<file path="config.mk">
export PLATFORM = sky130hd
export DESIGN_NAME = pipe_hazard_ctrl
export DESIGN_NICKNAME = d
export VERILOG_FILES = /design/src/rtl/pipe_hazard_ctrl.sv
export SDC_FILE = /design/constraint.sdc
export NUM_CORES = 1
export LEC_CHECK = 0
export ABC_CLOCK_PERIOD_IN_PS = 2500
export BUFFER_PORTS_ARGS = -buffer_cell sky130_fd_sc_hd__buf_2
export CORE_MARGIN = 8
export CORE_UTILIZATION = 48
export CTS_BUF_LIST = sky130_fd_sc_hd__clkbuf_16
export DETAILED_ROUTE_END_ITERATION = 10
export PLACE_DENSITY = 0.79
export SLEW_MARGIN = 0
export SYNTH_ARGS = -nofsm -noshare
export SYNTH_HDL_FRONTEND = slang
export SYNTH_SLANG_ARGS = --single-unit
</file>
<file path="constraint.sdc">
create_clock -name clk -period 2.5 [get_ports clk]
set_input_delay 0.25 -clock clk [delete_from_list [all_inputs] [get_ports clk]]
set_output_delay 0.25 -clock clk [all_outputs]
set_load 0.02 [all_outputs]
</file>
<file path="src/rtl/pipe_hazard_ctrl.sv">
// Stall/flush sequencer for the fetch and decode pipeline latches: resolves
// load-use hazards, memory-busy stalls and taken-jump flushes into latch enables/clears.
module pipe_hazard_ctrl #(
    parameter int FLUSH_CYCLES = 1,
    parameter int LU_CYCLES    = 1,
    parameter int CNT_W        = 16
) (
    input  logic             clk,
    input  logic             reset,
    input  logic [5:0]       dec_selA,
    input  logic [4:0]       dec_selB,
    input  logic             dec_imm_en,
    input  logic             ex_lam_new,
    input  logic             ex_lam_rw,
    input  logic [4:0]       ex_lam_sel_out,
    input  logic             mem_busy,
    input  logic             jmp_taken,
    output logic             fetch_en,
    output logic             fetch_flush,
    output logic             dec_en,
    output logic             dec_flush,
    output logic [1:0]       state_o,
    output logic [CNT_W-1:0] stall_cycles
);

    typedef enum logic [1:0] {
        RUN      = 2'd0,
        LU_STALL = 2'd1,
        FLUSH    = 2'd2,
        MEM_WAIT = 2'd3
    } state_t;

    localparam int MAX_C = (FLUSH_CYCLES > LU_CYCLES) ? FLUSH_CYCLES : LU_CYCLES;
    localparam int CW    = $clog2(MAX_C) + 1;
    localparam logic [CW-1:0] FLUSH_INIT = CW'(FLUSH_CYCLES - 1);
    localparam logic [CW-1:0] LU_INIT    = CW'(LU_CYCLES - 1);

    state_t           state_q, state_d;
    logic [CW-1:0]    cnt_q, cnt_d;
    logic [CNT_W-1:0] stall_cycles_q, stall_cycles_d;
    logic             lu;

    // Load in execute whose destination feeds a GPR source of the decoding instruction.
    assign lu = ex_lam_new & ~ex_lam_rw & (ex_lam_sel_out != 5'd0) &
                ((~dec_selA[5] & (dec_selA[4:0] == ex_lam_sel_out)) |
                 (~dec_imm_en & (dec_selB == ex_lam_sel_out)));

    always_comb begin
        state_d     = state_q;
        cnt_d       = cnt_q;
        fetch_en    = 1'b1;
        dec_en      = 1'b1;
        fetch_flush = 1'b0;
        dec_flush   = 1'b0;

        if (jmp_taken) begin
            fetch_flush = 1'b1;
            dec_flush   = 1'b1;
            cnt_d       = FLUSH_INIT;
            state_d     = (FLUSH_CYCLES > 1) ? FLUSH : RUN;
        end else if (mem_busy) begin
            fetch_en = 1'b0;
            dec_en   = 1'b0;
            state_d  = MEM_WAIT;
        end else begin
            case (state_q)
                LU_STALL: begin
                    fetch_en  = 1'b0;
                    dec_flush = 1'b1;
                    cnt_d     = cnt_q - CW'(1);
                    if (cnt_q == CW'(1)) state_d = RUN;
                end
                FLUSH: begin
                    fetch_flush = 1'b1;
                    dec_flush   = 1'b1;
                    cnt_d       = cnt_q - CW'(1);
                    if (cnt_q == CW'(1)) state_d = RUN;
                end
                default: begin
                    // RUN, and MEM_WAIT once memory frees up, behave identically.
                    state_d = RUN;
                    if (lu) begin
                        fetch_en  = 1'b0;
                        dec_flush = 1'b1;
                        cnt_d     = LU_INIT;
                        state_d   = (LU_CYCLES > 1) ? LU_STALL : RUN;
                    end
                end
            endcase
        end

        if (!reset) begin
            fetch_en    = 1'b0;
            dec_en      = 1'b0;
            fetch_flush = 1'b1;
            dec_flush   = 1'b1;
        end

        stall_cycles_d = stall_cycles_q;
        if (!fetch_en && (stall_cycles_q != {CNT_W{1'b1}}))
            stall_cycles_d = stall_cycles_q + CNT_W'(1);
    end

    always_ff @(posedge clk or negedge reset) begin
        if (!reset) begin
            state_q        <= RUN;
            cnt_q          <= '0;
            stall_cycles_q <= '0;
        end else begin
            state_q        <= state_d;
            cnt_q          <= cnt_d;
            stall_cycles_q <= stall_cycles_d;
        end
    end

    assign state_o      = state_q;
    assign stall_cycles = stall_cycles_q;

endmodule

</file>
* Word level (Yosys, flattened, before mapping)
Index checks and enable logic that the tools add are counted. W data, S select, Z words.
Storage, ports and cells: flip-flop bits (word level) 19, bits of input ports 23, output and inout port bits 22, word-level logic and storage cells 52
Cells by class: add/sub/neg operators 2, equality and inequality tests 7, mux-type cells 25, bitwise logic cells 9, reduce and logical (&&, ||, !) cells 6
Operators by type and width (number):
- $mux W1 | 20
- $add A16 B1 Y16 const B | 1
- $ne A16 B16 Y1 const B | 1
- $eq A5 B5 Y1 | 2
- $mux W2 | 4
- $and A1 B1 Y1 | 5
- $reduce_bool A5 Y1 | 1
- $ne A4 B1 Y1 const B | 1
- $not A1 Y1 | 3
- $reduce_bool A3 Y1 | 1
- $eq A2 B1 Y1 const B | 1
- $eq A2 B2 Y1 const B | 1
- $ne A2 B1 Y1 const B | 1
- $pmux W1 S2 | 1
- $reduce_and A2 Y1 | 1
- $reduce_or A2 Y1 | 1
- $logic_and A1 B1 Y1 | 1
- $logic_not A1 Y1 | 1
- $or A1 B1 Y1 | 1
- $sub A1 B1 Y1 const B | 1

* Longest topological paths before layout
Gate-level depths: netlist (run 1).
depth in word-level cells 11, mapped depth 7

* Worst setup path before layout (run 1)
OpenSTA, ideal clock, no wires.
path kind reg-to-reg, from reg stall_cycles_q[0], in the netlist stall_cycles[0], to reg stall_cycles_q[12], in the netlist stall_cycles[12], arrival 1.813 ns, slack 0.553 ns, cell stages (with the launch flop) 8, path buffers 0, cell sequence dfrtp_1 -> ha_1 -> and4_2 -> nand3_1 -> or2_2 -> o31ai_4 -> and4_1 -> a21oi_1
On the way: longest elaborated chain between the ends 2
RTL lines:
- from (decl) | RTL line 40 | logic [CNT_W-1:0] stall_cycles_q, stall_cycles_d;
- from (signal assigned) | RTL line 112 | stall_cycles_q <= stall_cycles_d;
- parallel branches: the longest is 2 deep, another holds $add A16 B1 Y16
Parallel ways; which one is timed is not known. A chain may end at the register's enable or synchronous reset.

* Worst setup path after layout (run 1)
from in reset, to out fetch_en
On the way: longest elaborated chain between the ends 1
RTL lines:
- from (decl) | RTL line 9 | input logic reset,
- $mux W1 | RTL line 92 | if (!reset) begin
- to (decl) | RTL line 18 | output logic fetch_en,
Every way passes these cells.

==> results of run 1 <==
-- how the worst max path moves through the flow --
stage	from	to	slack, ps
after floorplan	stall_cycles[0]	stall_cycles[12]	550
after global placement	ex_lam_sel_out[3]	fetch_en	520
after CTS	reset	fetch_en	450
after detailed placement	ex_lam_sel_out[3]	fetch_en	460
final	reset	fetch_en	460
after global routing	stall_cycles[0]	stall_cycles[8]	360
-- critical path, cell delays in order --
cell and delay [ps]:
sky130_fd_sc_hd__dlygate4sd3_1 530, sky130_fd_sc_hd__buf_2 130, sky130_fd_sc_hd__nor2b_1 290, sky130_fd_sc_hd__o21ai_4 180
sky130_fd_sc_hd__buf_4 200, sky130_fd_sc_hd__inv_2 40, sky130_fd_sc_hd__buf_2 150
-- routing by layer --
layer | global-route usage, % | vias to the layer above | wire length (um)
met5 | 0 | - | 0
met2 | 23.7 | 29 | 1330
met4 | 8.17 | 0 | 34
met1 | 13.8 | 438 | 1080
met3 | 3.26 | 2 | 127
li1 | - | 447 | -
-- power by group --
| group | internal (W) | total [W] | switching, W |
|---|---|---|---|
| Sequential | 0.000331 | 0.000401 | 0.0000698 |
| Combinational | 0.000152 | 0.000343 | 0.000191 |
| Clock | 0.000212 | 0.000312 | 0.0000997 |
-- per-stage QoR --
stage / utilization [%] / total power, W / worst slack, ps
6_report: 65.4 / 0.00106 / 465
5_1_grt: 65.4 / 0.00111 / 364
4_1_cts: 65.4 / 0.00107 / 450
3_5_place_dp: 61.5 / 0.000750 / 461
3_3_place_gp: 61.5 / 0.000731 / 517
2_1_floorplan: - / 0.000623 / 553
-- state kept, by name, indices dropped and copies added (netlist names) --
name	cells
stall_cycles	16
state_o	1
-- timing repair --
action / 4_1_cts / 5_1_grt
resized for setup: 0 / 0
hold buffers: 1 / 0
endpoints found under the hold margin: 8 / 0
endpoints found under the setup margin: 0 / 0
-- area by class of cell --
class | instances | share of cell area [%]
Tap cell | 28 | 2.40
Timing Repair Buffer | 48 | 17.3
Clock inverter | 1 | 0.257
Sequential cell | 17 | 29.1
Multi-Input combinational cell | 75 | 45.5
Clock buffer | 3 | 5.14
Inverter | 1 | 0.257
-- layout by cell type, fill, tap and decap left out, types with 3 or more instances in the layout --
cell type / n
sky130_fd_sc_hd__buf_2: 44
sky130_fd_sc_hd__dfrtp_1: 17
sky130_fd_sc_hd__xnor2_1: 11
sky130_fd_sc_hd__xor2_1: 10
sky130_fd_sc_hd__and3_1: 6
sky130_fd_sc_hd__nand3_2: 5
sky130_fd_sc_hd__nand3_1: 4
sky130_fd_sc_hd__nor2_1: 3
sky130_fd_sc_hd__nand4_2: 3
sky130_fd_sc_hd__clkbuf_16: 3
sky130_fd_sc_hd__buf_4: 3
-- kinds of logic (layout without fill, tap and decap cells) --
family          count (synthesis)  after routing  synth area share [%]
mux                             1              1                  1.32
buf+inv                         4             53                  3.75
simple gates                   43             43                  31.6
compound gates                  8              8                  7.06
fa+ha+maj                       1              1                  1.10
xor+xnor                       22             22                  17.7
flops                          17             17                  37.5
-- cells in the mapped netlist (3+ instances only) --
cell	number	share of area, %
sky130_fd_sc_hd__nor2_1	3	0.99
sky130_fd_sc_hd__xor2_1	10	7.7
sky130_fd_sc_hd__nand4_2	3	3.3
sky130_fd_sc_hd__nand3_2	5	4.4
sky130_fd_sc_hd__xnor2_1	11	8.5
sky130_fd_sc_hd__and3_1	6	3.3
sky130_fd_sc_hd__nand3_1	4	1.8
sky130_fd_sc_hd__dfrtp_1	17	38
==> summary by stage, run 1 <==
Yosys
The post-synthesis instance total is 96. The post-synthesis async set-or-reset flop share is 100%. Yosys mapped the design onto 37 distinct sky130hd cell types.

The number of nets handed over by synthesis was 120. The count of warnings emitted by yosys is 0. The mapped netlist covers 1130 um^2. The average cell area after synthesis is between 10 and 15 um^2.

The most frequently used flop master after synthesis is sky130_fd_sc_hd__dfrtp_1. Synthesis inferred 17 register bits. In this run, synthesis inferred 0 flip-flops with an integrated enable.

The sequential element share of the synthesized area is a little under two fifths.

Layout
Across the whole layout, storage elements account for 425 um^2. After filler insertion, the fill cell instance count of the layout stands at 200. The proportion of layout cells with a drive suffix above 1 is between 50% and 60%. The area of the multi-input gates is 666 um^2. The area added between synthesis and finish is 28.9%.

The final cell count without fillers is between 150 and 200. The net count of the finished layout is between 150 and 200. The number of inserted diodes is 0.

After routing the design area is ~1500 um^2.

Worst setup path
The type of element launching the critical path is an input port. In this run the critical register-to-register path is launched from stall_cycles[0]. The setup path with the least slack is of type in -> out. The required time of the worst setup path is between 2000 and 2500 ps. The capturing element type of the critical path is an output port. The arrival time of the worst setup path is 1790 ps. The logic depth of the worst register-to-register path is 7. The worst reg-to-reg setup slack is ~470 ps. In this run the critical register-to-register path is captured at stall_cycles[8]. In this run the worst path has a maximum fanout of 9.

STA
The clock skew after layout is roughly 2.1 ps. Setup repair after global routing left no endpoint under its margin. The total count of max-transition violations in the final report came to 0. The final-report setup violation count is 0.

The final-layout setup total negative slack is 0 ps. The slew at the pin with the worst max-slew slack is about 350 ps. Measured against its own limit, the worst slew margin works out to approximately 77%. The routed design could run at a clock period as short as ~2000 ps.

The worst path uses between 80% and 90% of the clock period. The timing-limited maximum frequency is 491 MHz. The worst hold margin is a little under 200 ps. The number of hold-slack violations in the final timing report is 0.

Pwr
The total power per unit cell area is about 720 nW/um^2. Summed over all cells, the static leakage comes to between 0.6 and 0.7 nW. The worst IR drop on VDD is slightly below 0.7 mV.

Clock tree
CTS placed an instance of sky130_fd_sc_hd__clkbuf_16 at the clock tree root. The maximum clock path buffer count is 2. Clock latency on the worst-skew pair, taken at its later pin, is ~250 ps. Post-CTS timing repair inserted 0 buffers for setup. The number of clock sinks is 17.

The clock tree from TritonCTS is yes. The clock buffer count from CTS is 3. Clock-pin slew was measured on the worst setup and hold paths at 50 ps. The H-tree level count is 1.

Place
The weighted congestion reported at the end of routability-driven placement is 0.819. The post-place instance area is roughly 1400 um^2. The number of placed instances, taps included is approximately 170. Input and output buffers added on the ports amount to 44.

Drt
Once detail routing completed, the nets flagged for antenna violations numbered 0. Summing over every cut layer, the via total after detailed routing is around 920. The number of design rule violations left after detail routing is 0.

The via-per-instance ratio is around 5.3. Dividing the detail-routed wire length by the instance count gives roughly 15 um. The detailed router's first-iteration violation count is 46. The final wirelength is roughly 2600 um. The first-pass detailed-route iteration total is 4.

Floorplan
The die is 64.6 um tall. In this run the horizontal extent of the chip is ~65 um. The number of placed I/O pins is 45. The number of placement rows is 17.

The initial utilization of the core area, before any placement, comes to between 50% and 60%. The area inside the core boundary is between 2000 and 2500 um^2. The total die area is 4170 um^2.

Global routing
The via count of the first global-routing pass was 1022. Global routing used 13.3% of the available tracks. The first global-routing pass estimated around 4500 um of wire. The number of antenna violations at the first check in global routing is 0. The pin count of the biggest net entering global routing is 19. The overflow left after global routing is 0.

Min path
The path class of the lowest-slack min-delay path is in -> reg. The depth of the worst hold-timing path is 2. The endpoint with the worst hold slack is state_o[0].

The startpoint of the most critical hold path is jmp_taken.

Status
The flow ran to the end, and the final reports show no timing, DRC or antenna violations.

Job
The number of maximum-capacitance violations is 0.
Power figures use the tool's default switching activity.
==> run 2, diff against run 1 <==
ABC_AREA = 1   (was not set)
ABC_CLOCK_PERIOD_IN_PS = 2100   (was 2500)
CORE_UTILIZATION = 49   (was 48)
clock period = 2.1 ns   (was 2.5 ns; I/O delays follow)
==> run 2 against run 1 <==
Cell count increased by 58%; synthesized cell count up 110%; highest routed layer unchanged; core utilization is 0.64 points lower; via count grew 45%; critical path depth grew 2; combinational power fell by 1%; sequential share of layout area decreased by 2.6 points; non-clock buffer count shrank 1.
==> summary by stage, run 2 <==
Status
The run finished with clean final reports.

Layout
Compared with the post-synthesis result, the final layout area differs by 25.4%. The number of inserted diodes is 0. For this run, the post-layout net count is approximately 270.

The most common cell after layout, fill and taps aside is sky130_fd_sc_hd__nand2_1. The final cell count without fillers is 274. The sequential cells in the finished layout cover a total of around 430 um^2. In the layout the commonest cells are 77 x sky130_fd_sc_hd__nand2_1, 44 x sky130_fd_sc_hd__buf_2, 28 x sky130_fd_sc_hd__inv_1.

The final core utilization is approximately two thirds. The proportion of layout cells with a drive suffix above 1 is 22.5%. The number of flip-flops under the largest register name is 16. The layout filler cell count is ~240.

Summing all multi-input logic gate instances after layout gives 717 um^2.

STA
Timing would allow up to about 520 MHz. After layout, the minimum clock period comes to roughly 1900 ps. Setup repair after global routing left no endpoint under its margin. The worst setup margin is between 150 and 200 ps. The number of hold-slack violations in the final timing report is 0.

Dividing the final minimum period by the clock period gives roughly 90%. The final-report setup violation count is 0. The worst pin sits at a relative slew slack of approximately 76%. The total count of max-transition violations in the final report is 0.

The final-layout setup total negative slack is 0 ps. At the pin with the least slew margin, the transition time is between 300 and 400 ps. The clock skew after layout is 2.70 ps.

Global routing
The met1 track demand over resource in global routing is 21.0%. Entering global routing, the biggest net connects 19 pins. After global routing, the most crowded layer is met2.

Global routing consumed, on the met3 layer, approximately 3.5% of the routing resources. The first-pass GRT wire length is ~6000 um. The total routing usage reported by global routing is ~16%. The via count of the first global-routing pass is approximately 1300.

The number of antenna violations at the first check in global routing is 0. The total overflow left after global routing is 0. The routing usage on met2 is a little over a quarter.

Yosys
For this run, the number of Yosys warnings is 0. After synthesis, the share of cell area in mux cells is 0%. The count of distinct cell types in the synthesized netlist is 22. Summing the areas of all and, or, nand and nor instances in the mapped netlist gives 45.7% of the synthesized area. The netlist area before placement is between 1000 and 1500 um^2.

The synthesized netlist devotes under 10% of its cell area to XOR and XNOR gates. The post-synthesis adder-cell area fraction is 0.978%. Yosys mapped a number of flops with a built-in enable equal to 0. Synthesis handed over a netlist of just under 200 instances. Sorting the synthesized cells by how often they occur yields 77 x sky130_fd_sc_hd__nand2_1, 27 x sky130_fd_sc_hd__inv_1, 26 x sky130_fd_sc_hd__nand3_1.

The portion of synthesized cell area occupied by the leading cell type is roughly 33%. By instance count, the leading cell after synthesis is sky130_fd_sc_hd__nand2_1. By area the synthesized netlist is led by sky130_fd_sc_hd__dfrtp_1 33%, sky130_fd_sc_hd__nand2_1 23%, sky130_fd_sc_hd__nand3_1 10%. The post-synthesis register bit count is 17. The number of nets produced by synthesis is 222. The average cell area after synthesis is 6.46 um^2. The post-synthesis async set-or-reset flop share is 100%.

By area, the combinational part of the netlist is dominated by simple AND/OR/NAND/NOR gates. Summing the areas of all compound-gate instances in the mapped netlist gives about 1.1% of the synthesized area. The sequential element share of the synthesized area is between 30% and 40%. The largest total area in the synthesized netlist belongs to sky130_fd_sc_hd__dfrtp_1. Among all flip-flop cells after synthesis, the most frequent one is sky130_fd_sc_hd__dfrtp_1.

Worst setup path
The critical path start-end classification is reg -> reg. STA classifies the critical path endpoint as a flip-flop. The worst-path maximum fanout is 16. The arrival time of the worst setup path is between 2000 and 2500 ps. The most used cell along the critical path is sky130_fd_sc_hd__nand3_1.

The cell type group with the largest total delay on the critical path is simple AND/OR/NAND/NOR gates. The type of element launching the critical path is a flip-flop. For this run, the slowest stage of the critical path takes 430 ps.

The slowest library cell on the worst path is sky130_fd_sc_hd__dfrtp_1. For the worst setup path, the data required time is about 2200 ps. The signal on the critical path passes through ha_1 -> nand3_1 -> nor2_2 -> nand3_2 -> nor2_4 -> nand3_4 -> and2_1 -> nand3_1 -> nand2_1. The critical path contains buffers and inverters numbering 0 combined.

Floorplan
The initial utilization of the core area, before any placement, comes to roughly half. The vertical extent of the die is 67.1 um. The die extent in x is 67.1 um. The number of placement rows is 18.

The total die area is 4500 um^2. The region available for standard cell placement spans 2480 um^2. The number of placed I/O pins is 45.

Clock tree
The count of instances resized after the clock tree is built is 0. In this run the number of H-tree levels came out at 1. The clock buffer count from CTS is 3. The number of hold-repair buffers added at the cts stage is 1. The cell sitting at the root of the clock tree is a sky130_fd_sc_hd__clkbuf_16. The maximum clock path buffer count is 2.

For the worst-skew pair, the clock arrives at the later sink with an insertion delay of roughly 250 ps. TritonCTS built the clock tree. The number of setup buffers added after CTS is 0. The number of clock sinks is 17. Clock-pin slew was measured on the worst setup and hold paths at 50 ps.

Job
The number of maximum-capacitance violations is 0.

Drt
The count of nets left with antenna violations once routing finished came out at 0. The first TritonRoute pass finished after 4 iterations. After detailed routing, the total wire length is between 3000 and 4000 um.

The number of design rule violations left after detail routing is 0. The detailed router's first-iteration violation count is just under 80. In the routed layout, each cell is associated on average with a via count of just under 5. The via count of the routed design is about 1300. The average detailed-routed wire length per instance is between 10 and 15 um.

Place
During placement, the flow inserted port buffers numbering 44. Prior to clock tree synthesis, the placed netlist has a worst setup slack of approximately 210 ps. The weighted congestion reported at the end of routability-driven placement is roughly 0.9. After legalization and detailed placement, the total HPWL measured 2560 um. The number of placed instances, taps included is between 200 and 300.

Pwr
For this design the static power due to leakage is roughly 0.95 nW. In this run the power density over the cells is 730 nW/um^2. The worst-case IR drop observed on VDD is roughly 0.51 mV.

Min path
The min-delay analysis places its worst path in the category in -> reg.
==> run 2: cell count changes after synthesis, moves of 3 or more <==
cell and change:
sky130_fd_sc_hd__nor2_1 +18, sky130_fd_sc_hd__and3_1 -6, sky130_fd_sc_hd__inv_1 +27, sky130_fd_sc_hd__xor2_1 -4
sky130_fd_sc_hd__xnor2_1 -5, sky130_fd_sc_hd__nand2_1 +77, sky130_fd_sc_hd__nand3_2 -4, sky130_fd_sc_hd__nand3_1 +22
sky130_fd_sc_hd__nand4_2 -3
==> run 2: worst paths after layout <==
path | startpoint | end | slack [ps] | depth (start not counted)
max | stall_cycles[0] | stall_cycles[10] | 180 | 9
min | jmp_taken | state_o[0] | 130 | 2
max reg2reg | stall_cycles[0] | stall_cycles[10] | 180 | 9
min reg2reg | stall_cycles[15] | stall_cycles[15] | 500 | 2
max in group asynchronous | reset | stall_cycles[15] | 1440 | 3
min in group asynchronous | reset | stall_cycles[3] | 470 | 3
==> run 2: cell type report <==
cell class,instances,share of cell area (%)
Clock buffer,3,4.68
Clock inverter,1,0.234
Inverter,27,6.31
Multi-Input combinational cell,149,44.7
Sequential cell,17,26.5
Tap cell,30,2.34
Timing Repair Buffer,47,15.3
==> run 2: logic make-up after synthesis <==
| kind of cell | count (synthesis) |
|---|---|
| AOI/OAI and AO/OA | 2 |
| and+or+nand+nor | 134 |
| buffers and inverters | 32 |
| adders and majority gates | 1 |
| DFF | 17 |
| xor gates and xnor gates | 12 |
==> run 2: power breakdown <==
group	internal, W	leakage, nW	switching, W
sequential	0.000377	0.229	0.0000739
clock	0.000253	0.0423	0.000130
combinational	0.000132	0.675	0.000207
total	0.000762	0.947	0.000411
==> run 2: routing by layer <==
layer | vias to the layer above | part of all wire (%)
met3 | 6 | 7.3
met4 | 0 | 1.4
met2 | 38 | 46
met1 | 587 | 45
met5 | - | 0
li1 | 700 | -
==> run 2: through the flow <==
step / hold slack, ps / instance area (um^2) / power (W)
after floorplan: -85.6 / 1280 / 0.000667
after global placement: 212 / 1520 / 0.000779
after detailed placement: 212 / 1520 / 0.000791
after CTS: 137 / 1610 / 0.00117
after global routing: 146 / 1610 / 0.00124
final: 133 / 1610 / 0.00117
